### src/rtl/latchup_recovery_ctrl.sv
// ============================================================================
//  Module      : latchup_recovery_ctrl
//  Description : Recovery sequencer for one protected supply rail. It qualifies
//                the latched alarm, cycles power, clears the hold-error FF and
//                escalates repeated trips to an acknowledge-only lockout.
//                Optional build macro: LATCHUP_EVENT_LOG_EN (event counter and
//                last-cause ports).
//  Revision    : 1.0 - initial release
// ============================================================================
`default_nettype none

module latchup_recovery_ctrl #(
    parameter int DEBOUNCE      = 4,
    parameter int OFF_CYCLES    = 1000,
    parameter int CLR_CYCLES    = 2,
    parameter int SETTLE_CYCLES = 500,
    parameter int QUIET_CYCLES  = 100000,
    parameter int MAX_RETRIES   = 3
) (
    input  logic                               clk,
    input  logic                               reset,
    input  logic                               la_in,
    input  logic                               test_trip,
    input  logic                               ack,
    output logic                               pwr_en,
    output logic                               clr_out,
    output logic                               busy,
    output logic                               lockout,
    output logic [$clog2(MAX_RETRIES+1)-1:0]   retry_cnt
`ifdef LATCHUP_EVENT_LOG_EN
    ,
    output logic [15:0]                        event_cnt,
    output logic [1:0]                         last_cause
`endif
);

    localparam int c_TMR_MAX =
        (OFF_CYCLES > CLR_CYCLES)
            ? ((OFF_CYCLES > SETTLE_CYCLES) ? OFF_CYCLES : SETTLE_CYCLES)
            : ((CLR_CYCLES > SETTLE_CYCLES) ? CLR_CYCLES : SETTLE_CYCLES);
    localparam int c_TMR_W   = $clog2(c_TMR_MAX + 1);
    localparam int c_DEB_W   = $clog2(DEBOUNCE + 1);
    localparam int c_QUIET_W = $clog2(QUIET_CYCLES + 1);
    localparam int c_RTY_W   = $clog2(MAX_RETRIES + 1);

    localparam logic [c_TMR_W-1:0]   c_OFF_LAST    = c_TMR_W'(OFF_CYCLES - 1);
    localparam logic [c_TMR_W-1:0]   c_CLR_LAST    = c_TMR_W'(CLR_CYCLES - 1);
    localparam logic [c_TMR_W-1:0]   c_SETTLE_LAST = c_TMR_W'(SETTLE_CYCLES - 1);
    localparam logic [c_TMR_W-1:0]   c_TMR_SAT     = '1;
    localparam logic [c_DEB_W-1:0]   c_DEB_LAST    = c_DEB_W'(DEBOUNCE - 1);
    localparam logic [c_QUIET_W-1:0] c_QUIET_LAST  = c_QUIET_W'(QUIET_CYCLES - 1);
    localparam logic [c_QUIET_W-1:0] c_QUIET_MAX   = c_QUIET_W'(QUIET_CYCLES);
    localparam logic [c_RTY_W-1:0]   c_RETRY_MAX   = c_RTY_W'(MAX_RETRIES);

    typedef enum logic [2:0] {
        S_IDLE    = 3'd0,
        S_PWR_OFF = 3'd1,
        S_CLEAR   = 3'd2,
        S_SETTLE  = 3'd3,
        S_LOCKOUT = 3'd4
    } state_t;

    state_t               r_state;
    state_t               w_nxt_state;
    logic [c_TMR_W-1:0]   r_timer;
    logic [c_DEB_W-1:0]   r_deb;
    logic [c_QUIET_W-1:0] r_quiet;

    logic w_qualified;
    logic w_retry_inc;
    logic w_retry_clr;
    logic w_idle_stay;
    logic w_quiet_hit;

    always_comb begin
        w_nxt_state = r_state;
        w_qualified = la_in && (r_deb == c_DEB_LAST);
        w_retry_inc = 1'b0;
        w_retry_clr = 1'b0;
        case (r_state)
            S_IDLE: begin
                // test_trip outranks a simultaneously qualified alarm
                if (test_trip) begin
                    w_nxt_state = S_PWR_OFF;
                end else if (w_qualified) begin
                    if (retry_cnt == c_RETRY_MAX) begin
                        w_nxt_state = S_LOCKOUT;
                    end else begin
                        w_nxt_state = S_PWR_OFF;
                        w_retry_inc = 1'b1;
                    end
                end
            end
            S_PWR_OFF: begin
                if (r_timer == c_OFF_LAST) w_nxt_state = S_CLEAR;
            end
            S_CLEAR: begin
                if (r_timer == c_CLR_LAST) w_nxt_state = S_SETTLE;
            end
            S_SETTLE: begin
                if (r_timer == c_SETTLE_LAST) w_nxt_state = S_IDLE;
            end
            S_LOCKOUT: begin
                if (ack) begin
                    w_nxt_state = S_CLEAR;
                    w_retry_clr = 1'b1;
                end
            end
            default: w_nxt_state = S_IDLE;
        endcase
        w_idle_stay = (r_state == S_IDLE) && (w_nxt_state == S_IDLE);
        w_quiet_hit = w_idle_stay && !la_in && (r_quiet == c_QUIET_LAST);
    end

    always_ff @(posedge clk) begin
        if (reset) begin
            r_state   <= S_IDLE;
            r_timer   <= '0;
            r_deb     <= '0;
            r_quiet   <= '0;
            retry_cnt <= '0;
            pwr_en    <= 1'b1;
            clr_out   <= 1'b0;
            busy      <= 1'b0;
            lockout   <= 1'b0;
        end else begin
            r_state <= w_nxt_state;

            // Timer restarts on every state change and parks at all-ones in LOCKOUT
            if (w_nxt_state != r_state) begin
                r_timer <= '0;
            end else if (r_timer != c_TMR_SAT) begin
                r_timer <= r_timer + 1'b1;
            end

            if (w_idle_stay && la_in) begin
                r_deb <= r_deb + 1'b1;
            end else begin
                r_deb <= '0;
            end

            if (w_idle_stay && !la_in) begin
                if (r_quiet != c_QUIET_MAX) r_quiet <= r_quiet + 1'b1;
            end else begin
                r_quiet <= '0;
            end

            if (w_retry_clr || w_quiet_hit) begin
                retry_cnt <= '0;
            end else if (w_retry_inc) begin
                retry_cnt <= retry_cnt + 1'b1;
            end

            pwr_en  <= !((w_nxt_state == S_PWR_OFF) || (w_nxt_state == S_CLEAR) ||
                         (w_nxt_state == S_LOCKOUT));
            clr_out <= (w_nxt_state == S_CLEAR);
            busy    <= (w_nxt_state != S_IDLE);
            lockout <= (w_nxt_state == S_LOCKOUT);
        end
    end

`ifdef LATCHUP_EVENT_LOG_EN
    // PWR_OFF and LOCKOUT are only ever entered from IDLE
    always_ff @(posedge clk) begin
        if (reset) begin
            event_cnt  <= '0;
            last_cause <= 2'b00;
        end else if ((r_state == S_IDLE) && (w_nxt_state != S_IDLE)) begin
            if (event_cnt != 16'hFFFF) event_cnt <= event_cnt + 16'd1;
            if (test_trip) begin
                last_cause <= 2'b10;
            end else if (w_nxt_state == S_LOCKOUT) begin
                last_cause <= 2'b11;
            end else begin
                last_cause <= 2'b01;
            end
        end
    end
`endif

endmodule

`default_nettype wire
### config.mk
export PLATFORM = sky130hd
export DESIGN_NAME = latchup_recovery_ctrl
export DESIGN_NICKNAME = d
export VERILOG_FILES = /design/src/rtl/latchup_recovery_ctrl.sv
export SDC_FILE = /design/constraint.sdc
export NUM_CORES = 1
export LEC_CHECK = 0
export ABC_AREA = 1
export BUFFER_PORTS_ARGS = -buffer_cell sky130_fd_sc_hd__buf_2
export CAP_MARGIN = 15
export CELL_PAD_IN_SITES_DETAIL_PLACEMENT = 0
export CELL_PAD_IN_SITES_GLOBAL_PLACEMENT = 2
export CORE_MARGIN = 2
export CORE_UTILIZATION = 36
export DETAILED_ROUTE_END_ITERATION = 8
export PLACE_DENSITY_LB_ADDON = 0.05
export SLEW_MARGIN = 5
export SYNTH_ARGS = -nofsm -noshare
export SYNTH_HDL_FRONTEND = slang
export SYNTH_SLANG_ARGS = --single-unit
### constraint.sdc
create_clock -name clk -period 2 [get_ports clk]
set_input_delay 0.2 -clock clk [delete_from_list [all_inputs] [get_ports clk]]
set_output_delay 0.2 -clock clk [all_outputs]
set_load 0.01 [all_outputs]
==> flow_metrics.tcl, run 1 <==
set metrics [dict create \
    status "complete, no violations" \
    via_count 1739 \
    netlist_area_sq_um 2090 \
    slowest_stage "dfxtp_2" \
    drt_iter0_markers 58 \
    syn_to_final_growth_pct 18.0 \
    yosysUniqueCellTypes 28 \
    hpwl_mm 3.32 \
    h-tree-depth 2 \
    clk_latency_ps 290 \
    via_per_inst 4.64 \
    clockBufferDepth 2 \
    post_dp_cell_area_sq_um 2250 \
    synth_ff_type "dfxtp_1" \
    antenna_left 0 \
    crit_required_ps 2220 \
    yosys_warnings 0 \
    routedWlPerCell_um 12.3 \
    start_kind "flop" \
    finalPower_mw 1.51 \
    synth_edf_count 0 \
    drc_errors 0 \
    path_clk_slew_ps 80 \
    period_share_pct 93.8 \
    fin_area_sq_um 2470 \
    core_area_sq_um 5570 \
    antenna_found_initial 0 \
    setup.worst_path.end_class "flop" \
    syn_area_per_cell_sq_um 7.69 \
    portBuffers 10 \
    fmax_mhz 533 \
    cts_buffers 5 \
    cts.sinks 39 \
    synth_seq_cells 39 \
    initial_utilization_pct 37.5 \
    crit_buf_inv 0 \
    die_x_um 80.2 \
    finClkSkew_ps 5.87 \
    crit_type "flop to flop" \
    critPathMaxFanout 8 \
    min_path_type "primary input to flop" \
    grt_first_pass_wirelength_mm 7.50 \
    track_usage_pct 15.0 \
    grt_pass1_vias 1642 \
    syn_nets 284 \
    fin_tns_setup_ps 0 \
    totalWireLength_mm 4.62 \
    tritoncts "done" \
    fp.dieH_um 80.2 \
    synth-async-reset-ratio_pct 0 \
    insertedDiodeCount 0 \
    crit_path_cell_trace "ha_2 > ha_2 > nand3_2 > nor2_2 > nor2_2 > nand4_2 > nor2_4 > nand3_4 > nor3b_1" \
    maxSlewHeadroom_pct 60.7 \
    io_pins 11 \
    cp.arrival_ps 2090 \
    min_period_ps 1880 \
    netSwitchingPower_uw 402 \
    row_count 27 \
    nNetsFinal 314 \
    p_leak_nw 0.920 \
    worst_slew_pin_slew_ps 589 \
    cts_root_buf "clkbuf_8" \
    grt_max_degree 26 \
    setup_viol 0 \
    drv_slew 0 \
    p_int_mw 1.11 \
    maxCapViolCount 0 \
    max_stage_delay_ps 330 \
    ir_drop_mv 0.205 \
    holdWs_ps 295 \
    clkPwrFrac_pct 35.2 \
    gp_congestion 0.758 \
    cellPowerDensity_nw_per_um2 611 \
    yosysSeqAreaShare_pct 37.3 \
    power_frac_seq_pct 53.2 \
    drive_above_1_share_pct 22.4 \
    die_area_sq_um 6430 \
    post-place-ws_ps 56.7 \
    p_sw_share_pct 26.6 \
    report.final.hold_viol_count 0 \
    first_pass_iters 4 \
    setup_slack_ps 125 \
    grt_overflow 0 \
    critical_path.top_delay_family "simple AND/OR/NAND/NOR gates" \
    power_frac_comb_pct 11.6 \
    synthCells 272 \
]
per-stage QoR:
stage | cells | util (%)
after floorplan | 272 | -
after global placement | 356 | 40.4
after detailed placement | 356 | 40.4
after CTS | 364 | 41.9
after global routing | 375 | 44.3
final | 375 | 44.3
Yosys cell counts, types with 3 or more instances:
cell	number	area share, %
o21ai_0	4	0.96
clkbuf_1	3	0.54
ha_1	7	4.2
dfxtp_1	39	37
nand3_1	25	6.0
nor2_1	42	7.5
xnor2_1	8	3.4
nor3b_1	7	2.5
nand2_2	3	0.90
nor2_2	3	0.90
nor3_2	9	4.3
nand2_1	41	7.4
nor3_1	9	2.2
inv_1	32	5.7
a21oi_1	8	1.9
xor2_1	14	5.9
nand4_1	4	1.2
state kept, by name, indices dropped and copies added (netlist names):
name	flops
r_timer	10
retry_cnt	2
busy	1
r_deb	3
lockout	1
pwr_en	1
r_quiet	17
r_state	3
clr_out	1
path summary, 6_finish.rpt:
check	from	endpoint	slack, ps	cells past startpoint
setup / recovery	r_deb[0]$_SDFF_PP0_	r_quiet[1]$_SDFFE_PP0P_	120	9
setup reg to reg	r_deb[0]$_SDFF_PP0_	r_quiet[1]$_SDFFE_PP0P_	120	9
hold / removal	la_in	r_deb[0]$_SDFF_PP0_	290	3
hold reg to reg	r_deb[0]$_SDFF_PP0_	r_deb[0]$_SDFF_PP0_	400	1
routing by layer:
layer | global-route usage (%) | wire length, um | up-vias
met5 | 0 | 0 | -
met3 | 3.71 | 117 | 5
met1 | 20.0 | 2440 | 781
met4 | 5.08 | 50 | 0
li1 | - | - | 936
met2 | 23.6 | 2010 | 17
worst reg2reg max path, stage by stage, from the launching register on:
cell	delay [ps]
dfxtp_2	330
ha_2	170
ha_2	200
nand3_2	80
nor2_2	50
nor2_2	150
nand4_2	140
nor2_4	280
nand3_4	200
nor3b_1	210
power by group through the flow:
stage | Sequential, mW | Clock (mW) | Combinational (mW)
3_3_place_gp | 0.820 | 0 | 0.143
3_5_place_dp | 0.820 | 0 | 0.142
5_1_grt | 0.805 | 0.570 | 0.195
6_report | 0.802 | 0.531 | 0.175
4_1_cts | 0.802 | 0.550 | 0.143
2_1_floorplan | 0.822 | 0 | 0.0942
kinds of logic (layout without fill, tap and decap cells):
group,count (synthesis),in the layout,share of synthesized area [%]
AOI/OAI and AO/OA,13,13,3.23
xor gates and xnor gates,22,22,9.22
adders and majority gates,7,7,4.19
buffers and inverters,37,66,7.00
DFF,39,39,37.3
muxes,1,1,0.479
and+or+nand+nor,153,155,38.5
final cells by class:
type	count	area [sq um]
inverter	33	124
clock buffer	7	76.3
clock inverter	1	5.00
timing repair buffer	25	163
fill	614	3110
sequential	39	783
multi-input combinational	198	1230
tap	72	90.1
cell usage in the layout (no fill, tap or decap), drive strengths merged, types with 7 or more instances in the layout:
master / count
nor2: 47
nand3: 29
xor2: 14
nor3b: 9
dfxtp: 39
buf: 25
xnor2: 8
nand2: 45
a21oi: 8
ha: 7
inv: 33
clkbuf: 7
nor3: 18
timing repair:
item / CTS / global route
endpoints found under the setup margin: 0 / 17
hold buffers: 0 / 0
setup buffers: 0 / 9
resized for setup: 0 / 12
hold endpoints to repair: 0 / 0
(Power assumes the default switching activity.)
==> run 2, diff against run 1 <==
Settings changed: PLACE_DENSITY_LB_ADDON 0.05 to 0.1.
Clock period 2 ns to 2.1 ns, I/O delays scaled along.
==> flow_metrics.tcl, run 2 (synthesis gave the netlist of run 1 again) <==
set metrics [dict create \
    track_usage_pct 14.9 \
    status "complete, no violations" \
    cts_root_buf "clkbuf_8" \
    postCtsHoldBufs 0 \
    insertedDiodeCount 0 \
    crit_buf_inv 1 \
    fill_cells 594 \
    die_area_sq_um 6430 \
    cp.arrival_ps 2080 \
    post_dp_cell_area_sq_um 2240 \
    initial_utilization_pct 37.5 \
    syn_to_final_growth_pct 14.0 \
    io_pins 11 \
    r2r_end "r_quiet[4]$_SDFFE_PP0P_" \
    path_clk_slew_ps 80 \
    tritoncts "done" \
    fp.dieH_um 80.2 \
    ir_drop_mv 0.315 \
    power_frac_comb_pct 9.2 \
    p_int_mw 1.20 \
    antenna_found_initial 0 \
    drv_slew 0 \
    via_count 1697 \
    top_regs "r_quiet: 17 flops, r_timer: 10 flops" \
    start_kind "flop" \
    critical_path.top_delay_family "simple AND/OR/NAND/NOR gates" \
    drt_iter0_markers 84 \
    clockBufferDepth 2 \
    grt_overflow 0 \
    min_period_ps 1870 \
    fmax_mhz 535 \
    fin_tns_setup_ps 0 \
    setup.worst_path.end_class "flop" \
    die_x_um 80.2 \
    grt_pass1_vias 1647 \
    via_per_inst 4.66 \
    crit_required_ps 2310 \
    netSwitchingPower_uw 366 \
    rsz0062_at_grt "false" \
    h-tree-depth 2 \
    slowest_stage "dfxtp_1" \
    r2r_cells 10 \
    maxCapViolCount 0 \
    final_cell_mix "nor2_1 (42), nand2_1 (41), dfxtp_1 (39)" \
    period_share_pct 89.0 \
    cts.sinks 39 \
    hold_path_depth 3 \
    fin_util_pct 42.8 \
    totalWireLength_mm 4.23 \
    row_count 27 \
    nNetsFinal 303 \
    drc_errors 0 \
    min_path_type "primary input to flop" \
    p_sw_share_pct 23.4 \
    cts_buffers 5 \
    max_stage_delay_ps 320 \
    report.final.hold_viol_count 0 \
    hp-start "la_in" \
    r2r_slack_ps 230 \
    portBuffers 10 \
    cellPowerDensity_nw_per_um2 655 \
    grt_first_pass_wirelength_mm 7.52 \
    holdWs_ps 312 \
    r2r-start "r_deb[0]$_SDFF_PP0_" \
    hpwl_mm 3.20 \
    worst_slew_pin_slew_ps 558 \
    routedWlPerCell_um 11.6 \
    fin_area_sq_um 2380 \
    mostFrequentLayoutCell "nor2_1" \
    finClkSkew_ps 5.98 \
    p_leak_nw 0.904 \
    gp_congestion 0.792 \
    maxSlewHeadroom_pct 62.8 \
    crit_type "flop to flop" \
    min_to "r_deb[0]$_SDFF_PP0_" \
    drive_above_1_share_pct 16.8 \
    crit_path_cell_trace "ha_1 > ha_1 > nand3_1 > nand3_1 > nand2_1 > nand4_2 > nor2_4 > nand3_4 > buf_12 > nor3b_1" \
    cp.depth 10 \
    cts-resized-gates 0 \
    core_area_sq_um 5570 \
    clk_latency_ps 290 \
    power_frac_seq_pct 48.8 \
    critPathMaxFanout 12 \
    clkPwrFrac_pct 42.0 \
    first_pass_iters 4 \
    setup_viol 0 \
    antenna_left 0 \
    largest_register "r_quiet" \
    largest_reg_flops 17 \
    grt_max_degree 26 \
]
run 2: cell types whose count changed in the layout (fill, tap and decap cells not counted), moves of 2 or more:
cell	previous run	this run
nor2_2	5	3
dfxtp_1	37	39
dfxtp_2	2	0
nor2_1	40	42
ha_2	3	0
buf_4	15	5
clkbuf_1	2	0
nand3_4	3	1
ha_1	4	7
run 2: worst max path at each step:
stage,endpoint,start,slack [ps]
6_report,r_quiet[4]$_SDFFE_PP0P_,r_deb[0]$_SDFF_PP0_,230
5_1_grt,r_quiet[12]$_SDFFE_PP0P_,r_quiet[0]$_SDFFE_PP0P_,50
4_1_cts,r_quiet[4]$_SDFFE_PP0P_,r_deb[0]$_SDFF_PP0_,110
3_5_place_dp,r_quiet[8]$_SDFFE_PP0P_,r_deb[0]$_SDFF_PP0_,150
3_3_place_gp,r_quiet[0]$_SDFFE_PP0P_,r_deb[0]$_SDFF_PP0_,230
2_1_floorplan,r_quiet[11]$_SDFFE_PP0P_,r_deb[0]$_SDFF_PP0_,400
run 2: routing by layer:
metal	global-route usage, %	vias to the layer above	wire length (um)
met5	0	-	0
met4	4.58	0	34
met3	3.48	4	85
met2	23.3	13	1930
met1	20.1	765	2190
li1	-	915	-
run 2: what timing repair did:
| action | 4_1_cts | 5_1_grt |
|---|---|---|
| endpoints found under the hold margin | 0 | 0 |
| buffers inserted | 0 | 2 |
| endpoints found under the setup margin | 0 | 1 |
run 2: worst register-to-register path, cell delays in order, from the launching register on:
cell and delay [ps]:
dfxtp_1 320, ha_1 190, ha_1 220, nand3_1 120
nand3_1 80, nand2_1 100, nand4_2 150, nor2_4 190
nand3_4 100, buf_12 150, nor3b_1 180
run 2: final cells by class:
type	count	area (sq um)	share of cell area (%)
Tap cell	72	90.1	3.78
Clock inverter	2	35.0	1.47
Clock buffer	6	82.6	3.46
Multi-Input combinational cell	196	1160	48.8
Timing Repair Buffer	16	108	4.51
Inverter	33	124	5.20
Sequential cell	39	781	32.8
run 2: power groups by stage:
| stage | clock, mW | sequential (mW) | combinational, mW |
|---|---|---|---|
| 6_report | 0.656 | 0.762 | 0.144 |
| 2_1_floorplan | 0 | 0.783 | 0.0897 |
| 3_3_place_gp | 0 | 0.780 | 0.136 |
| 5_1_grt | 0.707 | 0.764 | 0.163 |
| 4_1_cts | 0.682 | 0.763 | 0.135 |
| 3_5_place_dp | 0 | 0.780 | 0.134 |
run 2: per-stage QoR:
step / setup slack (ps) / std cells / power, mW
6_report: 231 / 364 / 1.56
5_1_grt: 53.3 / 364 / 1.63
4_1_cts: 112 / 362 / 1.58
3_5_place_dp: 152 / 354 / 0.915
3_3_place_gp: 228 / 354 / 0.917
2_1_floorplan: 397 / 272 / 0.872
==> run 3, diff against run 2 <==
Settings changed: PLACE_DENSITY set to 0.79, PLACE_DENSITY_LB_ADDON 0.1 to unset.
==> flow_metrics.tcl, run 3 (synthesis gave the netlist of run 1 again) <==
set metrics [dict create \
    cts.sinks 39 \
    setup_viol 0 \
    postCtsHoldBufs 0 \
    period_share_pct 92.9 \
    setup_slack_ps 150 \
    cts_root_buf "clkbuf_8" \
    grt_first_pass_wirelength_mm 7.45 \
    ir_drop_mv 0.197 \
    largest_register "r_quiet" \
    path_clk_slew_ps 80 \
    cp.arrival_ps 2160 \
    post_dp_cell_area_sq_um 2240 \
    initial_utilization_pct 37.5 \
    crit_path_cell_trace "ha_1 > ha_1 > nand3_1 > nand3_1 > nand2_1 > nand4_2 > nor2_4 > nand3_4 > nor3b_1" \
    antenna_found_initial 0 \
    crit_buf_inv 0 \
    die_x_um 80.2 \
    totalWireLength_mm 4.25 \
    hpwl_mm 3.19 \
    grt_pass1_vias 1669 \
    rsz0062_at_grt "true" \
    final_cell_mix "nor2_1 (42), nand2_1 (41), dfxtp_1 (39)" \
    status "complete, no violations" \
    top_regs "r_quiet: 17 flops, r_timer: 10 flops" \
    fp.dieH_um 80.2 \
    fmax_mhz 513 \
    clk_latency_ps 290 \
    track_usage_pct 14.9 \
    die_area_sq_um 6430 \
    row_count 27 \
    cts-resized-gates 0 \
    start_kind "flop" \
    maxCapViolCount 0 \
    report.final.hold_viol_count 0 \
    first_pass_iters 4 \
    critPathMaxFanout 17 \
    clockBufferDepth 2 \
    maxSlewHeadroom_pct 61.6 \
    grt_max_degree 26 \
    setup.worst_path.end_class "flop" \
    portBuffers 10 \
    drive_above_1_share_pct 15.5 \
    mostFrequentLayoutCell "nor2_1" \
    io_pins 11 \
    tritoncts "done" \
    slowest_stage "dfxtp_1" \
    antenna_left 0 \
    h-tree-depth 2 \
    gp_congestion 0.799 \
    insertedDiodeCount 0 \
    cts_buffers 5 \
    grt_overflow 0 \
    routedWlPerCell_um 11.7 \
    via_count 1710 \
    via_per_inst 4.72 \
    syn_to_final_growth_pct 11.0 \
    largest_reg_flops 17 \
    finClkSkew_ps 5.41 \
    p_leak_nw 0.870 \
    crit_required_ps 2310 \
    nNetsFinal 301 \
    drc_errors 0 \
    critical_path.top_delay_family "simple AND/OR/NAND/NOR gates" \
    min_period_ps 1950 \
    fin_area_sq_um 2320 \
    cellPowerDensity_nw_per_um2 601 \
    fin_util_pct 41.6 \
    post-place-ws_ps 137 \
    crit_type "flop to flop" \
    min_path_type "primary input to flop" \
    finalPower_mw 1.39 \
    max_stage_delay_ps 320 \
    core_area_sq_um 5570 \
    drt_iter0_markers 69 \
    postCtsSetupRepairBufs 0 \
    drv_slew 0 \
    worst_slew_pin_slew_ps 576 \
]
[run 3: cell count changes in the layout (fill, tap and decap cells not counted)]
cell       delta
buf_12        -1
buf_4         -1
bufinv_16     -1
clkbuf_1      +2
clkbuf_8      -1
[run 3: per-layer routing]
layer	GRT usage, %	share of wire (%)
met1	18.8	49
met5	0	0
met4	5.08	1.5
met3	3.71	3.2
met2	24.6	46
[run 3: area by class of cell]
type                    count  area [sq um]
fillers                   612          3250
multi-input cells         196          1160
flip-flops and latches     39           781
inverters                  33           124
well taps                  72          90.1
repair buffers             14          80.1
clock buffers               7          76.3
clock inverters             1          5.00
[run 3: worst paths after layout]
kind                              endpoint                 from  cells after the start  slack [ps]
setup reg to reg  r_quiet[14]$_SDFFE_PP0P_  r_deb[0]$_SDFF_PP0_                      9         150
hold / removal         r_deb[2]$_SDFF_PP0_                la_in                      3         310
hold reg to reg        r_deb[0]$_SDFF_PP0_  r_deb[0]$_SDFF_PP0_                      1         440
setup / recovery  r_quiet[14]$_SDFFE_PP0P_  r_deb[0]$_SDFF_PP0_                      9         150
[run 3: through the flow]
stage                     std cells  TNS [ps]  hold WS (ps)
after floorplan                 272         0           398
after global placement          354         0           407
after detailed placement        354         0           435
final                           362         0           310
after CTS                       362         0           312
after global routing            362      -134           326
[run 3: tightest hold or removal path, cell delays in order]
cell,delay (ps)
buf_2,130
nand4_1,160
nor2_1,50
[run 3: where the power goes]
part,switching [mW],internal (mW)
clock,0.266,0.233
combinational,0.0819,0.0502
sequential,0.0106,0.752
total,0.359,1.04
